==> config.mk <==
export PLATFORM = sky130hd
export DESIGN_NAME = uart_tx_scheduler
export DESIGN_NICKNAME = d
export VERILOG_FILES = /design/src/rtl/uart_pkg.sv /design/src/rtl/uart_byte_fifo.sv /design/src/rtl/uart_tx_scheduler.sv
export SDC_FILE = /design/constraint.sdc
export NUM_CORES = 1
export LEC_CHECK = 0
export ABC_CLOCK_PERIOD_IN_PS = 4100
export BUFFER_PORTS_ARGS = -buffer_cell sky130_fd_sc_hd__buf_2
export CAP_MARGIN = 40
export CORE_UTILIZATION = 63
export CTS_CLUSTER_SIZE = 30
export DETAILED_ROUTE_END_ITERATION = 16
export HOLD_SLACK_MARGIN = 0.12
export PLACE_DENSITY = 0.89
export SLEW_MARGIN = 20
export SYNTH_ARGS = -nofsm -noshare
export SYNTH_HDL_FRONTEND = slang
export SYNTH_SLANG_ARGS = --single-unit
==> constraint.sdc <==
create_clock -name clk -period 4.1 [get_ports clk]
set_input_delay 0.205 -clock clk [delete_from_list [all_inputs] [get_ports clk]]
set_output_delay 0.205 -clock clk [all_outputs]
set_load 0.02 [all_outputs]
==> src/rtl/uart_pkg.sv <==
`default_nettype none
// ============================================================================
//  Module      : uart_pkg
//  Description : Shared types and constants for the UART transmit scheduler.
//                Holds the transmit sequencer state encoding and the byte
//                width used on every data path of the scheduler.
//  Revision    : 1.0  initial release
// ============================================================================
package uart_pkg;

    // Width of one UART payload byte.
    localparam int UART_BYTE_W = 8;

    // Transmit sequencer states.
    typedef enum logic [1:0] {
        IDLE  = 2'd0,
        START = 2'd1,
        WAIT  = 2'd2,
        GAP   = 2'd3
    } uart_tx_state_e;

endpackage : uart_pkg
`default_nettype wire

==> src/rtl/uart_byte_fifo.sv <==
`default_nettype none
// ============================================================================
//  Module      : uart_byte_fifo
//  Description : Synchronous single-clock FIFO for the UART transmit path.
//                Pushes into a full FIFO and pops from an empty FIFO are
//                ignored. The head entry is visible combinationally on
//                data_o. Pointers wrap modulo DEPTH, so DEPTH must be a
//                power of two and at least 2.
//  Ports       : clk, rst      clock, asynchronous active-high reset
//                push_i/data_i write request and byte
//                pop_i         read request (head is on data_o)
//                count_o       occupancy, 0..DEPTH
//                empty_o/full_o status flags
//  Revision    : 1.0  initial release
// ============================================================================
module uart_byte_fifo #(
    parameter int DEPTH = 8,
    parameter int WIDTH = 8
) (
    input  logic                     clk,
    input  logic                     rst,
    input  logic                     push_i,
    input  logic [WIDTH-1:0]         data_i,
    input  logic                     pop_i,
    output logic [WIDTH-1:0]         data_o,
    output logic [$clog2(DEPTH):0]   count_o,
    output logic                     empty_o,
    output logic                     full_o
);

    localparam int AW = $clog2(DEPTH);
    localparam int CW = AW + 1;
    localparam logic [CW-1:0] c_full_count = CW'(DEPTH);

    logic [WIDTH-1:0] mem_q [DEPTH];
    logic [AW-1:0]    wr_ptr_q, wr_ptr_d;
    logic [AW-1:0]    rd_ptr_q, rd_ptr_d;
    logic [CW-1:0]    count_q,  count_d;

    logic w_push;
    logic w_pop;

    assign empty_o = (count_q == '0);
    assign full_o  = (count_q == c_full_count);
    assign count_o = count_q;
    assign data_o  = mem_q[rd_ptr_q];

    // Guard requests against overflow/underflow so the pointers never skew.
    assign w_push = push_i & ~full_o;
    assign w_pop  = pop_i  & ~empty_o;

    always_comb begin
        wr_ptr_d = wr_ptr_q;
        rd_ptr_d = rd_ptr_q;
        count_d  = count_q;
        if (w_push) begin
            wr_ptr_d = wr_ptr_q + AW'(1);
        end
        if (w_pop) begin
            rd_ptr_d = rd_ptr_q + AW'(1);
        end
        case ({w_push, w_pop})
            2'b10:   count_d = count_q + CW'(1);
            2'b01:   count_d = count_q - CW'(1);
            default: count_d = count_q;
        endcase
    end

    always_ff @(posedge clk or posedge rst) begin
        if (rst) begin
            wr_ptr_q <= '0;
            rd_ptr_q <= '0;
            count_q  <= '0;
        end else begin
            wr_ptr_q <= wr_ptr_d;
            rd_ptr_q <= rd_ptr_d;
            count_q  <= count_d;
        end
    end

    // Storage carries no reset: stale entries are unreachable once the
    // pointers and count are cleared.
    always_ff @(posedge clk) begin
        if (w_push) begin
            mem_q[wr_ptr_q] <= data_i;
        end
    end

endmodule : uart_byte_fifo
`default_nettype wire

==> src/rtl/uart_tx_scheduler.sv <==
`default_nettype none
// ============================================================================
//  Module      : uart_tx_scheduler
//  Description : Shares one UART transmitter between two byte requesters.
//                req0 (core store path) and req1 (debug/printf path) are
//                arbitrated round-robin into a byte FIFO. A four-state
//                sequencer pops each byte into tx_data, pulses tx_start for
//                one cycle, waits for tx_done (bounded by TIMEOUT) and then
//                inserts GAP_CYCLES idle cycles before the next frame.
//  Ports       : clk, rst              clock, asynchronous active-high reset
//                reqN_valid/data/ready requester handshakes (ready is the
//                                      combinational grant for this cycle)
//                tx_data/tx_start      byte and start pulse to transmitter
//                tx_done               frame complete from transmitter
//                irq_en, tx_idle_int   idle interrupt enable / level output
//                err_clr, err_timeout  sticky timeout error and its clear
//                fifo_count/empty/full FIFO status
//                tx_active             sequencer is not idle
//  Config      : `define UART_TX_SCHED_STATS_EN adds the 16-bit byte_count
//                output counting frames completed by tx_done.
//  Revision    : 1.0  initial release
// ============================================================================
module uart_tx_scheduler
    import uart_pkg::*;
#(
    parameter int DEPTH      = 8,
    parameter int GAP_CYCLES = 2,
    parameter int TIMEOUT    = 4096
) (
    input  logic                   clk,
    input  logic                   rst,
    input  logic                   req0_valid,
    input  logic [UART_BYTE_W-1:0] req0_data,
    output logic                   req0_ready,
    input  logic                   req1_valid,
    input  logic [UART_BYTE_W-1:0] req1_data,
    output logic                   req1_ready,
    output logic [UART_BYTE_W-1:0] tx_data,
    output logic                   tx_start,
    input  logic                   tx_done,
    input  logic                   irq_en,
    input  logic                   err_clr,
    output logic [$clog2(DEPTH):0] fifo_count,
    output logic                   fifo_empty,
    output logic                   fifo_full,
    output logic                   tx_active,
    output logic                   tx_idle_int,
`ifdef UART_TX_SCHED_STATS_EN
    output logic                   err_timeout,
    output logic [15:0]            byte_count
`else
    output logic                   err_timeout
`endif
);

    // Counter widths: the gap counter holds GAP_CYCLES (at least one bit
    // even when GAP_CYCLES is 0); the timeout counter holds TIMEOUT-1.
    localparam int GW = $clog2(GAP_CYCLES + 2);
    localparam int TW = $clog2(TIMEOUT + 1);
    localparam logic [GW-1:0] c_gap_load = GW'(GAP_CYCLES);
    localparam logic [TW-1:0] c_tmo_last = TW'(TIMEOUT - 1);

    // ------------------------------------------------------------------
    // Round-robin arbiter
    // ------------------------------------------------------------------
    logic                   rr_q, rr_d;       // 0: req0 wins next contention
    logic                   w_grant0;
    logic                   w_grant1;
    logic                   w_push;
    logic [UART_BYTE_W-1:0] w_push_data;

    // Grants look only at fifo_full, never at a same-cycle pop, so a full
    // FIFO always stalls both requesters for at least one cycle.
    always_comb begin
        w_grant0 = 1'b0;
        w_grant1 = 1'b0;
        rr_d     = rr_q;
        if (!fifo_full) begin
            if (req0_valid && req1_valid) begin
                if (rr_q == 1'b0) begin
                    w_grant0 = 1'b1;
                end else begin
                    w_grant1 = 1'b1;
                end
                // Priority only rotates when both actually competed.
                rr_d = ~rr_q;
            end else begin
                w_grant0 = req0_valid;
                w_grant1 = req1_valid;
            end
        end
    end

    assign req0_ready  = w_grant0;
    assign req1_ready  = w_grant1;
    assign w_push      = w_grant0 | w_grant1;
    assign w_push_data = w_grant0 ? req0_data : req1_data;

    // ------------------------------------------------------------------
    // Byte FIFO
    // ------------------------------------------------------------------
    logic                   w_pop;
    logic [UART_BYTE_W-1:0] w_head;

    uart_byte_fifo #(
        .DEPTH (DEPTH),
        .WIDTH (UART_BYTE_W)
    ) u_fifo (
        .clk     (clk),
        .rst     (rst),
        .push_i  (w_push),
        .data_i  (w_push_data),
        .pop_i   (w_pop),
        .data_o  (w_head),
        .count_o (fifo_count),
        .empty_o (fifo_empty),
        .full_o  (fifo_full)
    );

    // ------------------------------------------------------------------
    // Transmit sequencer
    // ------------------------------------------------------------------
    uart_tx_state_e         state_q, state_d;
    logic [GW-1:0]          gap_q, gap_d;
    logic [TW-1:0]          tmo_q, tmo_d;
    logic [UART_BYTE_W-1:0] tx_data_q, tx_data_d;
    logic                   err_q, err_d;
    logic                   w_done_acc;       // tx_done accepted in WAIT
    logic                   w_tmo_evt;        // WAIT ran out of cycles

    always_comb begin
        state_d    = state_q;
        gap_d      = gap_q;
        tmo_d      = tmo_q;
        tx_data_d  = tx_data_q;
        w_pop      = 1'b0;
        w_done_acc = 1'b0;
        w_tmo_evt  = 1'b0;

        case (state_q)
            IDLE: begin
                if (!fifo_empty) begin
                    w_pop     = 1'b1;
                    tx_data_d = w_head;
                    state_d   = START;
                end
            end
            START: begin
                tmo_d   = '0;
                state_d = WAIT;
            end
            WAIT: begin
                if (tx_done) begin
                    w_done_acc = 1'b1;
                end else if (tmo_q == c_tmo_last) begin
                    w_tmo_evt = 1'b1;
                end else begin
                    tmo_d = tmo_q + TW'(1);
                end
                // A timeout finishes the frame exactly like a done would.
                if (w_done_acc || w_tmo_evt) begin
                    if (GAP_CYCLES == 0) begin
                        state_d = IDLE;
                    end else begin
                        state_d = GAP;
                        gap_d   = c_gap_load;
                    end
                end
            end
            GAP: begin
                gap_d = gap_q - GW'(1);
                if (gap_q == GW'(1)) begin
                    state_d = IDLE;
                end
            end
            default: begin
                state_d = IDLE;
            end
        endcase
    end

    // A timeout in the same cycle as err_clr must leave the flag set.
    always_comb begin
        err_d = err_q;
        if (err_clr) begin
            err_d = 1'b0;
        end
        if (w_tmo_evt) begin
            err_d = 1'b1;
        end
    end

    always_ff @(posedge clk or posedge rst) begin
        if (rst) begin
            state_q   <= IDLE;
            gap_q     <= '0;
            tmo_q     <= '0;
            tx_data_q <= '0;
            err_q     <= 1'b0;
            rr_q      <= 1'b0;
        end else begin
            state_q   <= state_d;
            gap_q     <= gap_d;
            tmo_q     <= tmo_d;
            tx_data_q <= tx_data_d;
            err_q     <= err_d;
            rr_q      <= rr_d;
        end
    end

    // Outputs are decoded from registers only, so an asynchronous reset
    // drops tx_start without waiting for a clock edge.
    assign tx_data     = tx_data_q;
    assign tx_start    = (state_q == START);
    assign tx_active   = (state_q != IDLE);
    assign tx_idle_int = irq_en & fifo_empty & (state_q == IDLE);
    assign err_timeout = err_q;

`ifdef UART_TX_SCHED_STATS_EN
    // ------------------------------------------------------------------
    // Completed-frame counter; timeouts are not counted.
    // ------------------------------------------------------------------
    logic [15:0] byte_count_q, byte_count_d;

    always_comb begin
        byte_count_d = byte_count_q;
        if (w_done_acc) begin
            byte_count_d = byte_count_q + 16'd1;
        end
    end

    always_ff @(posedge clk or posedge rst) begin
        if (rst) begin
            byte_count_q <= '0;
        end else begin
            byte_count_q <= byte_count_d;
        end
    end

    assign byte_count = byte_count_q;
`endif

endmodule : uart_tx_scheduler
`default_nettype wire

==> flow_summary_export.csv, run 1 <==
group,metric,value,unit
status,outcome,"complete, no violations",
timing,slew_violations,0,
timing,rsz0062_at_grt,"no",
cts,clock_path_buffers,2,
yosys,synth_ff_type,"edfxtp_1",
setup_path,crit_family,"simple AND/OR/NAND/NOR gates",
power,p_sw,1.36,mW
setup_path,cp.buffers_inverters,1,
setup_path,r2r_cells,10,
yosys,synth_top_family_by_area,"multiplexers",
cts,tritoncts,"built",
power,p_leak,2.10,nW
finish,drive_gt1_share,29.4,%
yosys,synth_area_per_cell,14.9,sq um
setup_path,ff2ff_setup_slack,1190,ps
die,core,6910,sq um
setup_path,start_kind,"register",
place,gp_congestion,0.801,
yosys,yosysSeqAreaShare,62.0,%
worst_hold_path,hp-class,"input port to register",
global_route,grt_overflow,0,
route,wl,8920,microns
power,power.density,715,nW/um^2
route,vias,2822,
cts,cts_buffers,9,
global_route,grt_pass1_vias,2725,
setup_path,cp-end-kind,"register",
die,pin_count,43,
setup_path,critPathSlowestCell,"nand2b_1",
cts,post_cts_buffers,0,
timing,hold_viol_final,0,
yosys,ys_warn_count,0,
setup_path,crit_path_max_fanout,19,
power,clkPwrFrac,19.8,%
cts,worstSkewPairLatency,360,ps
die,num_rows,30,
yosys,async_flop_share,36.6,%
route,first_iter_violations,143,
worst_hold_path,min_from,"req0_valid",
worst_hold_path,holdPathStages,3,
setup_path,path_cells,"nor4_2 -> nand2b_1 -> inv_2 -> ha_1 -> xor2_1 -> ha_1 -> a21oi_1 -> xor2_1 -> nor2_1 -> xor2_1",
cts,cts_resized,0,
yosys,syn-num-nets,344,
die,dieArea,7640,sq um
power,power.internal,2.36,mW
finish,area_delta_synth_final,13.1,%
timing,setup_viol_count_final,0,
yosys,syn_inst,309,
yosys,synthAdderAreaFrac,3.27,%
timing,finalCritPeriodShare,70.9,%
finish,final_common_cell,"edfxtp_1",
finish,multi_input_area,1640,sq um
finish,regArea,2850,sq um
global_route,grt_use_total,25.6,%
power,switching_share,36.6,%
place,dp_hpwl,5990,microns
yosys,synthXorXnorAreaFrac,1.91,%
die,start_util,66.5,%
route,vias_per_cell,6.13,
worst_hold_path,hold_path_end,"rr_q$_DFFE_PP0P_",
timing,skew,10.5,ps
yosys,synth_mux_area_share,12.8,%
setup_path,worst-setup-path-type,"register to register",
setup_path,crit_start,"u_fifo.count_o[1]$_DFFE_PP0P_",
route,drtAntennaViolNets,0,
power,pwr-share-comb,36.1,%
setup_path,cp_data_arrival_time,3160,ps
global_route,antenna_found_initial,0,
die,die_x,87.4,microns
power,seq_power_share,44.1,%
route,wl_per_cell,19.4,microns
yosys,synth_compound_area_share,7.82,%
setup_path,crit_required,4350,ps
cts,cts-root-buf,"clkbuf_8",
timing,min_period,2910,ps
yosys,synth_edf_count,64,
cts,hold_buffers,2,
yosys,yosys.area_share.simple,9.80,%
yosys,ys_ff_latch,101,
route,dr.pass1.iters,4,
place,post-place-cells,441,
cts,htreeDepth,3,
route,drc_errors,0,
global_route,grt_first_pass_wirelength,14100,microns
setup_path,r2r-start,"u_fifo.count_o[1]$_DFFE_PP0P_",
global_route,grt_max_degree,38,
timing,worstMarginPinSlew,847,ps
finish,final_cells,460,
finish,num_antenna_cells,0,
cts,cts.sinks,101,
setup_path,crit_top_cell,"xor2_1",
die,die_y,87.4,microns
finish,nets,394,
power,ir_worst_vdd,0.418,mV
cts,clk_pin_slew,100,ps
setup_path,crit-reg2reg-capture,"u_fifo.count_o[2]$_DFFE_PP0P_",
timing,clock.fmax,344,MHz
yosys,synth_cell_types,57,
yosys,synth_area,4590,sq um
setup_path,cp_slowest_stage_delay,610,ps
run,drv_cap,0,
finish,fillers,419,
timing,finalSetupTns,0,ps
timing,slew_headroom,43.3,%
finish,layout_common_cells,"edfxtp_1 (64), buf_2 (42), dfrtp_1 (37), nand2_1 (25), mux4_2 (16)",
place,io_buffer_count,42,
==> worst min-delay path: stages <==
cell,delay (ps)
buf_2,140
nand3_1,90
xnor2_1,60
==> metrics by stage <==
step                      hold slack, ps  setup slack (ps)  power [mW]  instance area (sq um)  util [%]
final                                156              1190        3.72                   5190      75.2
after global placement               335              1350        2.87                   4900      71.0
after floorplan                      312              1360        2.59                   4590         -
after global routing                 185               951        3.92                   5190      75.2
after detailed placement             351              1300        2.99                   4920      71.2
after CTS                            148              1220        3.73                   5190      75.1
==> cells by family after synthesis <==
group	after synthesis
fa+ha+maj	12
xor+xnor	10
buf+inv	25
flops	101
simple gates	74
compound gates	50
mux	37
==> power groups by stage <==
stage | Sequential (mW) | Clock (mW) | Combinational (mW)
final | 1.64 | 0.736 | 1.34
after global routing | 1.68 | 0.785 | 1.45
after CTS | 1.64 | 0.743 | 1.34
after detailed placement | 1.66 | 0 | 1.33
after global placement | 1.66 | 0 | 1.22
after floorplan | 1.60 | 0 | 0.988
==> Yosys cell counts (7+ instances only) <==
master | instances | area (sq um)
mux4_2 | 16 | 360
inv_1 | 11 | 41.3
o31ai_1 | 7 | 52.6
o21ai_0 | 12 | 60.1
ha_1 | 12 | 150
mux2i_1 | 9 | 90.1
mux2_2 | 11 | 124
nand2_1 | 25 | 93.8
dfrtp_1 | 37 | 926
edfxtp_1 | 64 | 1920
a21oi_1 | 7 | 35.0
==> layout make-up <==
type	count	share of cell area (%)
clock buffer	9	2.38
clock inverter	7	2.38
inverter	12	0.867
multi-input combinational	183	31.5
sequential	101	54.8
tap	96	2.31
timing repair buffer	52	5.73
==> per-layer routing <==
| layer | GRT usage [%] | vias up | part of all wire, % |
|---|---|---|---|
| li1 | - | 1295 | - |
| met1 | 33.2 | 1433 | 42 |
| met2 | 43.2 | 83 | 53 |
| met3 | 5.88 | 11 | 3.9 |
| met4 | 8.49 | 0 | 1.3 |
| met5 | 0 | - | 0 |
==> flip-flops by register name (all words and copies together) (netlist names) <==
signal and flops:
u_fifo.mem_q 64, tx_data 8, state_q 2, rr_q 1
tmo_q 13, u_fifo.wr_ptr_q 3, err_timeout 1, gap_q 2
u_fifo.rd_ptr_q 3, u_fifo.count_o 4
==> worst max path at each step <==
stage,to,slack (ps),cells after the start
5_1_grt,u_fifo.count_o[2]$_DFFE_PP0P_,950,10
3_3_place_gp,u_fifo.count_o[2]$_DFFE_PP0P_,1350,10
2_1_floorplan,u_fifo.count_o[2]$_DFFE_PP0P_,1360,12
6_report,u_fifo.count_o[2]$_DFFE_PP0P_,1190,10
3_5_place_dp,u_fifo.count_o[2]$_DFFE_PP0P_,1300,10
4_1_cts,u_fifo.count_o[2]$_DFFE_PP0P_,1220,10
(Power assumes the default switching activity.)
==> run 2: changes to the inputs <==
- ABC_CLOCK_PERIOD_IN_PS: 4100 -> 2630
- CORE_UTILIZATION: 63 -> 53
- PLACE_DENSITY: 0.89 -> 0.8
- clock period: 4.1 -> 2.63 ns (I/O delays scaled with it)
==> run 2 against run 1 <==
Non-clock buffer count grew 7. Total power increased by 53%. Sequential cell count did not move. Via count fell by 3.0%. Die area rose by 18%. First-iteration DRC count fell by 27%. Global-route usage fell by 5.8 points. Wire length shrank 8.2%. Largest power group unchanged. Highest routed layer unchanged.
==> flow_summary_export.csv, run 2 (synthesized netlist as in run 1, its figures left out) <==
group,metric,value,unit
route,wl,8190,microns
cts,cts-root-buf,"clkbuf_8",
finish,largest_register_ffs,64,
setup_path,ff2ff_setup_slack,290,ps
finish,fillers,591,
route,drtAntennaViolNets,0,
global_route,grt_max_degree,31,
cts,post_cts_buffers,0,
timing,slew_violations,0,
timing,finalSetupTns,0,ps
finish,multi_input_area,1660,sq um
die,die_x,95.1,microns
power,power.density,1080,nW/um^2
cts,htreeDepth,3,
finish,drive_gt1_share,29.9,%
finish,num_antenna_cells,0,
setup_path,crit_required,2880,ps
timing,rsz0062_at_grt,"no",
setup_path,cp_data_arrival_time,2590,ps
cts,cts_buffers,9,
setup_path,cp-end-kind,"register",
cts,clk_pin_slew,100,ps
run,drv_cap,0,
setup_path,path_cells,"nor3_1 -> nand2_1 -> o21ai_4 -> ha_2 -> xor2_1 -> ha_1 -> a21oi_1 -> xor2_1 -> nor2_1 -> xor2_1",
cts,clock_path_buffers,2,
finish,layout_common_cells,"edfxtp_1 (64), buf_2 (42), dfrtp_1 (37), nand2_1 (25), mux4_2 (16)",
global_route,grt_pass1_vias,2627,
setup_path,crit_path_end,"u_fifo.count_o[2]$_DFFE_PP0P_",
setup_path,cp_slowest_stage_delay,500,ps
route,wl_per_cell,17.2,microns
die,pin_count,43,
place,gp_congestion,0.809,
cts,tritoncts,"built",
timing,worstMarginPinSlew,793,ps
global_route,grt_first_pass_wirelength,13200,microns
setup_path,crit-reg2reg-capture,"u_fifo.count_o[2]$_DFFE_PP0P_",
setup_path,start_kind,"register",
setup_path,crit_path_max_fanout,9,
place,dp_hpwl,5460,microns
setup_path,crit_start,"u_fifo.count_o[1]$_DFFE_PP0P_",
finish,final_common_cell,"edfxtp_1",
route,vias,2737,
setup_path,critPathSlowestCell,"dfrtp_1",
worst_hold_path,min_from,"req0_data[3]",
die,dieArea,9040,sq um
cts,worstSkewPairLatency,370,ps
finish,largest_register,"u_fifo.mem_q",
die,die_y,95.1,microns
timing,min_period,2340,ps
route,dr.pass1.iters,4,
setup_path,worst-setup-path-type,"register to register",
die,core,8300,sq um
finish,utilization,63.3,%
timing,skew,14.1,ps
setup_path,r2r-start,"u_fifo.count_o[1]$_DFFE_PP0P_",
die,start_util,55.4,%
finish,regArea,2850,sq um
global_route,antenna_found_initial,0,
global_route,grt_use_total,19.9,%
route,drc_errors,0,
power,ir_worst_vdd,0.555,mV
die,num_rows,33,
setup_path,r2r_cells,10,
finish,area_delta_synth_final,14.3,%
setup_path,crit_top_cell,"xor2_1",
worst_hold_path,hp-class,"input port to register",
route,vias_per_cell,5.75,
timing,hold_viol_final,0,
timing,slew_headroom,47.1,%
global_route,grt_overflow,0,
status,outcome,"complete, no violations",
timing,finalCritPeriodShare,89.0,%
route,first_iter_violations,105,
place,io_buffer_count,42,
cts,cts.sinks,101,
power,p_leak,2.11,nW
timing,setup_viol_count_final,0,
timing,clock.fmax,427,MHz
finish,nets,401,
run 2: worst min-delay path by stage:
stage | endpoint | cells past startpoint
3_3_place_gp | u_fifo.count_o[2]$_DFFE_PP0P_ | 2
3_5_place_dp | u_fifo.count_o[2]$_DFFE_PP0P_ | 2
4_1_cts | u_fifo.mem_q[3][3]$_DFFE_PP_ | 2
2_1_floorplan | err_timeout$_DFFE_PP0P_ | 1
6_report | u_fifo.mem_q[3][3]$_DFFE_PP_ | 2
5_1_grt | u_fifo.mem_q[5][1]$_DFFE_PP_ | 2
run 2: report_power, final:
part           switching, mW  leakage, nW  internal (mW)
Sequential             0.340         1.05           2.17
Clock                  0.585        0.111          0.472
Combinational           1.16        0.950          0.945
run 2: critical path: cells and delay by family (launching register included):
family / cells / cell delay, ps
compound gates: 2 / 330
flops: 1 / 500
simple gates: 3 / 520
xor+xnor: 3 / 400
fa+ha+maj: 2 / 470
run 2: area by class of cell:
cell class	instances	area share, %
Clock buffer	9	2.36
Clock inverter	7	1.81
Inverter	12	0.858
Multi-Input combinational cell	183	31.5
Sequential cell	101	54.2
Tap cell	105	2.50
Timing Repair Buffer	59	6.72
run 2: timing repair:
item | CTS | global route
resized for setup | 0 | 2
hold endpoints to repair | 22 | 0
endpoints found under the setup margin | 0 | 1
hold buffers | 6 | 0
run 2: routing by layer:
layer / global-route usage (%) / routed length [microns] / vias to the layer above
met3: 3.91 / 267 / 17
met1: 25.8 / 3610 / 1354
met4: 7.70 / 150 / 0
met2: 32.9 / 4160 / 64
met5: 0 / 0 / -
li1: - / - / 1302
run 2: per-stage QoR:
step	worst slack (ps)	hold slack, ps	std cells	power [mW]	cell area (sq um)
finish	290	171	476	5.67	5250
global route	54.1	172	476	6.04	5250
CTS	236	155	476	5.73	5240
detailed placement	252	90.7	454	4.66	4960
global placement	372	82.0	454	4.56	4960
floorplan	54.5	239	309	4.05	4600
